### config.mk
export PLATFORM = sky130hd
export DESIGN_NAME = prod_accumulator
export DESIGN_NICKNAME = d
export VERILOG_FILES = /design/src/rtl/prod_acc_pkg.sv /design/src/rtl/prod_acc_add.sv /design/src/rtl/prod_accumulator.sv
export SDC_FILE = /design/constraint.sdc
export NUM_CORES = 1
export LEC_CHECK = 0
export ABC_AREA = 1
export CORE_MARGIN = 4
export CORE_UTILIZATION = 50
export CTS_CLUSTER_SIZE = 16
export DETAILED_ROUTE_END_ITERATION = 6
export HOLD_SLACK_MARGIN = 0.02
export MAX_ROUTING_LAYER = met4
export PLACE_DENSITY = 0.88
export RECOVER_POWER = 100
export SLEW_MARGIN = 10
export SYNTH_ARGS = -nofsm -noshare
export SYNTH_HDL_FRONTEND = slang
export SYNTH_SLANG_ARGS = --single-unit
### constraint.sdc
create_clock -name clk -period 2.4 [get_ports clk]
set_input_delay 0.6 -clock clk [delete_from_list [all_inputs] [get_ports clk]]
set_output_delay 0.6 -clock clk [all_outputs]
set_load 0.02 [all_outputs]
### src/rtl/prod_acc_pkg.sv
// Shared types and constants for the product accumulator.
// Optional feature macro: PROD_ACC_SAT_EN (saturating accumulator).
package prod_acc_pkg;

    localparam int PROD_W    = 16;
    localparam int ACC_W_DEF = 24;
    localparam int CNT_W_DEF = 8;

    typedef enum logic [1:0] {
        IDLE  = 2'd0,
        ACCUM = 2'd1,
        HOLD  = 2'd2
    } state_t;

endpackage

### src/rtl/prod_acc_add.sv
// Combinational accumulator adder with carry-out.
// PROD_ACC_SAT_EN defined: clamp to all-ones on carry; otherwise wrap.
module prod_acc_add
    import prod_acc_pkg::*;
#(
    parameter int ACC_W = ACC_W_DEF
) (
    input  logic [ACC_W-1:0]  acc,
    input  logic [PROD_W-1:0] prod,
    output logic [ACC_W-1:0]  sum,
    output logic              carry
);

    logic [ACC_W:0] raw;

    always_comb begin
        raw   = {1'b0, acc} + {{(ACC_W + 1 - PROD_W){1'b0}}, prod};
        carry = raw[ACC_W];
`ifdef PROD_ACC_SAT_EN
        sum   = carry ? {ACC_W{1'b1}} : raw[ACC_W-1:0];
`else
        sum   = raw[ACC_W-1:0];
`endif
    end

endmodule

### src/rtl/prod_accumulator.sv
// Accumulates a stream of 16-bit products into one sum per vector.
// Overflow handling selected by macro PROD_ACC_SAT_EN (see prod_acc_add).
module prod_accumulator
    import prod_acc_pkg::*;
#(
    parameter int ACC_W = ACC_W_DEF,
    parameter int CNT_W = CNT_W_DEF
) (
    input  logic              clk,
    input  logic              rst,
    input  logic              in_valid,
    output logic              in_ready,
    input  logic [PROD_W-1:0] in_prod,
    input  logic              in_last,
    output logic              out_valid,
    input  logic              out_ready,
    output logic [ACC_W-1:0]  out_acc,
    output logic [CNT_W-1:0]  out_count,
    output logic              out_ovf
);

    state_t           state;
    state_t           state_nx;
    logic [ACC_W-1:0] acc;
    logic [CNT_W-1:0] count;
    logic             ovf;
    logic             take;
    logic [ACC_W-1:0] sum;
    logic             carry;

    assign take = in_valid && in_ready;

    prod_acc_add #(
        .ACC_W (ACC_W)
    ) u_add (
        .acc   (acc),
        .prod  (in_prod),
        .sum   (sum),
        .carry (carry)
    );

    always_ff @(posedge clk) begin
        if (rst) begin
            state <= IDLE;
        end else begin
            state <= state_nx;
        end
    end

    always_comb begin
        state_nx = state;
        unique case (state)
            IDLE, ACCUM: begin
                if (take) begin
                    state_nx = in_last ? HOLD : ACCUM;
                end
            end
            HOLD: begin
                if (out_ready) begin
                    state_nx = IDLE;
                end
            end
            default: state_nx = IDLE;
        endcase
    end

    always_comb begin
        in_ready  = (state != HOLD);
        out_valid = (state == HOLD);
    end

    // First term of a vector restarts the sum; later terms add onto it.
    always_ff @(posedge clk) begin
        if (rst) begin
            acc   <= '0;
            count <= '0;
            ovf   <= 1'b0;
        end else if (take) begin
            if (state == IDLE) begin
                acc   <= ACC_W'(in_prod);
                count <= CNT_W'(1);
                ovf   <= 1'b0;
            end else begin
                acc   <= sum;
                count <= (count == {CNT_W{1'b1}}) ? count : count + CNT_W'(1);
                ovf   <= ovf | carry;
            end
        end
    end

    assign out_acc   = acc;
    assign out_count = count;
    assign out_ovf   = ovf;

endmodule

**Yosys cells after proc, flatten, opt, wreduce, memory -nomap -nowiden**

Cells that the tools add are included.

- Latch bits: 0
- RAM bits: 0
- Memory bits (read-only): 0
- Memories kept: 0
- Input port bits: 21
- Flip-flop bits (word level): 35
- Word-level logic and storage cells: 27
- Output and inout bits: 35

- $lt $le $gt $ge: 0
- Reductions and logical operators: 5
- $add $sub $neg: 2
- Equal/unequal tests: 7
- Div/mod/pow operators: 0
- $mul: 0
- Shifts and indexed selects: 0
- Multiplexer cells: 8
- Bitwise gates (word level): 1

Operator list:

| operator | count |
|---|---|
| $add 24x16->25 | 1 |
| $mux 24 | 1 |
| $mux 8 | 2 |
| $add 8x1->8 const B | 1 |
| $eq 8x8->1 const B | 1 |
| $mux 2 | 3 |
| $ne 2x2->1 const B | 3 |
| $pmux 2 s2 | 1 |
| $reduce_and 2->1 | 2 |
| $eq 2x1->1 const B | 1 |
| $eq 2x2->1 const B | 1 |
| $logic_not 2->1 | 1 |
| $ne 2x1->1 const B | 1 |
| $reduce_or 2->1 | 1 |
| $logic_and 1x1->1 | 1 |
| $mux 1 | 1 |
| $or 1x1->1 | 1 |

**Longest topological paths before layout**

- Depth in word-level cells: 4
- Mapped depth: 14
- Gate-level depth less buffers: 14

**Modules after synthesis**

From an unflattened synthesis, not the netlist that was laid out.

- Cells, all modules: 517
- Area, all modules: 3126.7 um^2

Modules (own cells, without submodules):

| module | sequential area each (um^2) | cells each | times used | area an instance (um^2) |
|---|---|---|---|---|
| prod_accumulator | 700.7 | 219 | 1 | 1639.1 |
| prod_acc_add | 0.0 | 298 | 1 | 1487.7 |

**Worst setup path after synthesis**

No wires, ideal clock.

- Kind: input port to flip-flop
- Start point: input port in_prod[0]
- End point: register acc[20], in the netlist out_acc[20]
- Cell stages on the path: 13
- Data required time: 2287 ps
- Arrival time: 1886 ps
- Library setup time: 113 ps
- Setup slack: 401 ps
- Path buffers: 0
- Path through: ha_1 inv_1 fa_1 inv_1 nand3_1 nand3_1 nand2_1 nand3_1 nand2_1 nand2_1 nand3_1 nor2_1 nor2_1

- Cells in the longest elaborated chain, start to end: 2

Ends and longest elaborated chain:

| what | line | source |
|---|---|---|
| start, declared | prod_accumulator.sv:13 | `input logic [PROD_W-1:0] in_prod,` |
| $add 24x16->25 | prod_acc_add.sv:17 | `raw = {1'b0, acc} + {{(ACC_W + 1 - PROD_W){1'b0}}, prod};` |
| $mux 24 | prod_accumulator.sv:79 | `if (state == IDLE) begin` |
| end signal, assigned | prod_accumulator.sv:80 | `acc <= ACC_W'(in_prod);` |
| end signal, assigned | prod_accumulator.sv:84 | `acc <= sum;` |
| end, declared | prod_accumulator.sv:24 | `logic [ACC_W-1:0] acc;` |

No other way between the ends.
A chain may end at the register's enable or synchronous reset.

**Final worst setup path**

Same ends and word-level chain as after synthesis.

==> metrics.md <==
| Metric | Value |
|---|---|
| CTS Buffer Depth | 2 |
| Min-Delay Path Depth | 2 |
| Worst hold path type | flip-flop to flip-flop |
| Final Setup Violations | 0 |
| Worst path depth | 15 |
| DRC violations left | 0 |
| Congestion Overflow GR | 0 |
| Clock slew at reported path FFs | approximately 0.070 ns |
| Vias in the first global route | between 3,000 and 4,000 |
| Post-Route WL | 7695 um |
| Worst-Skew Late Latency | between 0.2 and 0.3 ns |
| Slew headroom | 69.40% |
| Antenna Nets Post-Route | 0 |
| Gr usage total | 25.39% |
| Status | finished clean |
| PD cells | roughly 480 nW/um^2 |
| Setup Slack @ Placement | -0.2846 ns |
| Critical-path cell list | clkdlybuf4s50_1 > ha_2 > inv_1 > fa_1 > inv_2 > nand3_2 > nand3_2 > nand2_1 > nand3_2 > nand2_1 > nand2_2 > nand3_2 > nand2_1 > nand2_1 > nor2_1 |
| Total Neg Setup Slack | 0 ns |
| Fmax | between 400 and 500 MHz |
| CP delay by family, top | simple AND/OR/NAND/NOR gates |
| Routed len/inst | ~13 um |
| Via density | approximately 5.3 |
| Die footprint | ~6600 um^2 |
| Area of the multi-input gates | ~1700 um^2 |
| Share of cells above drive strength 1 | between 10% and 20% |
| Synth Register Bits | 35 |
| Nets@finish | about 560 |
| Delay of the slowest critical-path stage | approximately 0.48 ns |
| Yosys cell types | 36 |
| R2r setup slk | 0.42 ns |
| Depth of the worst register-to-register path | 9 |
| PortBufs | 55 |
| Worst EP arrival | 2.55 ns |
| Peak VDD IR | roughly 0.36 mV |
| Mapped Area | approximately 2700 um^2 |
| H-tree levels | 2 |
| Hold_buf cts | 0 |
| HPWL Detailed | 5771 um |
| Syn Nets | roughly 500 |
| Min Tclk post-route | ~2.3 ns |
| Adder-cell share of the synthesized area | 8.607% |
| Clock buffer count from CTS | 5 |
| Mean post-synth cell area | between 6 and 7 um^2 |
| DR pass1 iterations | 5 |
| Clk root buf | clkbuf_8 |
| Routed vias | about 3,100 |
| Crit start category | input port |
| Layout Skew | 0.006134 ns |
| Multiplexer area fraction after synthesis | 0% |
| WHS | approximately 0.47 ns |
| Initial core utilization | 52.27% |
| Global-route wire length before repair | 13,100 um |
| Yosys warns | 0 |
| Synth Flop Type | dfxtp_1 |
| Worst Setup Slack, final | around 0.07 ns |
| Final worst-path cycle share | a little over nine tenths |
| Area grow syn2layout | 30.87% |
| Pins Over Slew Limit | 0 |
| Site Rows | 26 |
| Critical path peak fanout | 3 |
| Fin. Hold Viols | 0 |
| Main combinational cell family by area after synthesis | simple AND/OR/NAND/NOR gates |
| Post-Synth XOR/XNOR Area | approximately 1.9% |
| Post-Syn Instances | roughly 450 |
| Reg2reg start | out_count[0] |
| CTS tree | built |
| CTS Sinks | 35 |
| Post-synth EDFFs | 0 |
| CP endpoint kind | flip-flop |
| Worst endpoint required time | 2.62 ns |
| Leak Pwr | ~1.7 nW |
| Worst r2r dst | out_count[5] |
| Sequential cell area fraction in the yosys report | 25.91% |
| Initial antenna violation count | 0 |
| Die Wd | between 80 and 90 um |
| Critical path startpoint | in_prod[0] |
| DRT iter0 DRCs | around 240 |
| Slew of the pin with the lowest slew margin | roughly 0.45 ns |
| Simple-gate area share of the yosys netlist | approximately two fifths |
| Worst setup endpoint | out_acc[20] |
| Compound-cell area share of the yosys netlist | approximately an eighth |
| Core box area | ~5200 um^2 |
| Pin count of the biggest net entering global routing | 26 |
| DIE HEIGHT | 81.54 um |
| Max cap viols | 0 |
| Antenna Cells | 0 |
| Gp weighted congestion | about 0.9 |
| Critical path class | input port to flip-flop |
| Worst Path Buf+Inv | 3 |
| Fillers | 413 |
| Storage cell area | 700.7 um^2 |
| Async SR Flop Fraction | 0% |
| Max stage delay cell, worst path | clkdlybuf4s50_1 |
| I/O Pins | 56 |
==> where the power goes <==
part | internal [W] | total (W) | switching (W) | leakage [nW]
logic | 0.000251 | 0.000607 | 0.000356 | 1.40
clock network | 0.000225 | 0.000443 | 0.000218 | 0.0470
registers | 0.000610 | 0.000635 | 0.0000252 | 0.286
==> per-layer routing <==
metal	GRT usage, %	share of wire (%)	vias up
li1	-	-	1568
met1	29.63	42	1405
met2	43.24	49	122
met3	4.715	6.6	26
met4	9.459	2.6	0
met5	-	0	-
==> cells by family after synthesis <==
| logic type | Yosys count |
|---|---|
| AO/OA/AOI/OAI | 67 |
| AND/OR/NAND/NOR | 249 |
| adder cells (fa/ha/maj) | 18 |
| XOR/XNOR | 6 |
| buffers and inverters | 73 |
| flip-flops | 35 |
==> worst min-delay path: stages, from the launching register on <==
cell and delay (ns):
dfxtp_1 0.32, inv_1 0.05, a21boi_1 0.05
==> synth_stat cells, types with 2 or more instances <==
master      n  area (um^2)
inv_2      10        37.54
nor2_1     50        187.7
buf_6       2        22.52
inv_1      51        191.4
nor2_2      3        18.77
nand2_2     9        56.30
nor3_1      7        35.03
or2_2       2        12.51
a21oi_1    48        240.2
nand4_1     2        12.51
nand3_1    33        165.2
clkbuf_1    2        7.510
nand2_1   135        506.7
buf_2       3        15.01
o21ai_0    15        75.07
ha_1       17        212.7
nand3b_1    2        15.01
xor2_1      5        43.79
dfxtp_1    35        700.7
==> layout by cell type, fill, tap and decap left out, types with 3 or more instances in the layout <==
cell             count
buf_4               20
nand2_1            136
nand3_2              5
inv_1               50
inv_2               10
o21ai_0             15
a21oi_1             48
nor2_2               3
nand3_1             28
xor2_1               5
nor3_1               7
dfxtp_1             35
clkbuf_8             6
dlygate4sd3_1       36
nor2_1              50
clkdlybuf4s50_1     19
ha_1                16
nand2_2              9
==> worst min path at each step <==
stage          startpoint       end  slack (ns)
6_report          out_ovf   out_ovf        0.47
5_1_grt           out_ovf   out_ovf        0.50
4_1_cts           out_ovf   out_ovf        0.48
3_5_place_dp      out_ovf   out_ovf        0.47
3_3_place_gp      out_ovf   out_ovf        0.46
2_1_floorplan    state[0]  state[0]        0.51
==> layout make-up <==
type	instances	share of cell area [%]
inverters	63	6.719
well taps	70	2.475
multi-input cells	340	48.52
clock buffers	6	2.334
repair buffers	77	20.01
clock inverters	1	0.1414
flip-flops and latches	35	19.80
==> flip-flops by register name (all words and copies together), names as in the netlist <==
signal     cells
out_acc       24
out_count      8
out_ovf        1
state          2
==> stage by stage <==
| step | util, % | cells | area [um^2] | power (W) |
|---|---|---|---|---|
| after floorplan | - | 448 | 2704 | 0.001026 |
| after global placement | 66.18 | 582 | 3423 | 0.001229 |
| after detailed placement | 66.18 | 582 | 3423 | 0.001245 |
| after CTS | 67.88 | 589 | 3511 | 0.001685 |
| after global routing | 68.41 | 592 | 3538 | 0.001795 |
| final | 68.41 | 592 | 3538 | 0.001685 |
==> timing repair <==
action | CTS | global route
resized for setup | 1 | 7
buffers inserted | 0 | 3
endpoints found under the setup margin | 1 | 6
cloned | 0 | 0
pin swaps | 0 | 2
endpoints found under the hold margin | 0 | 0
Power figures use the tool's default switching activity.
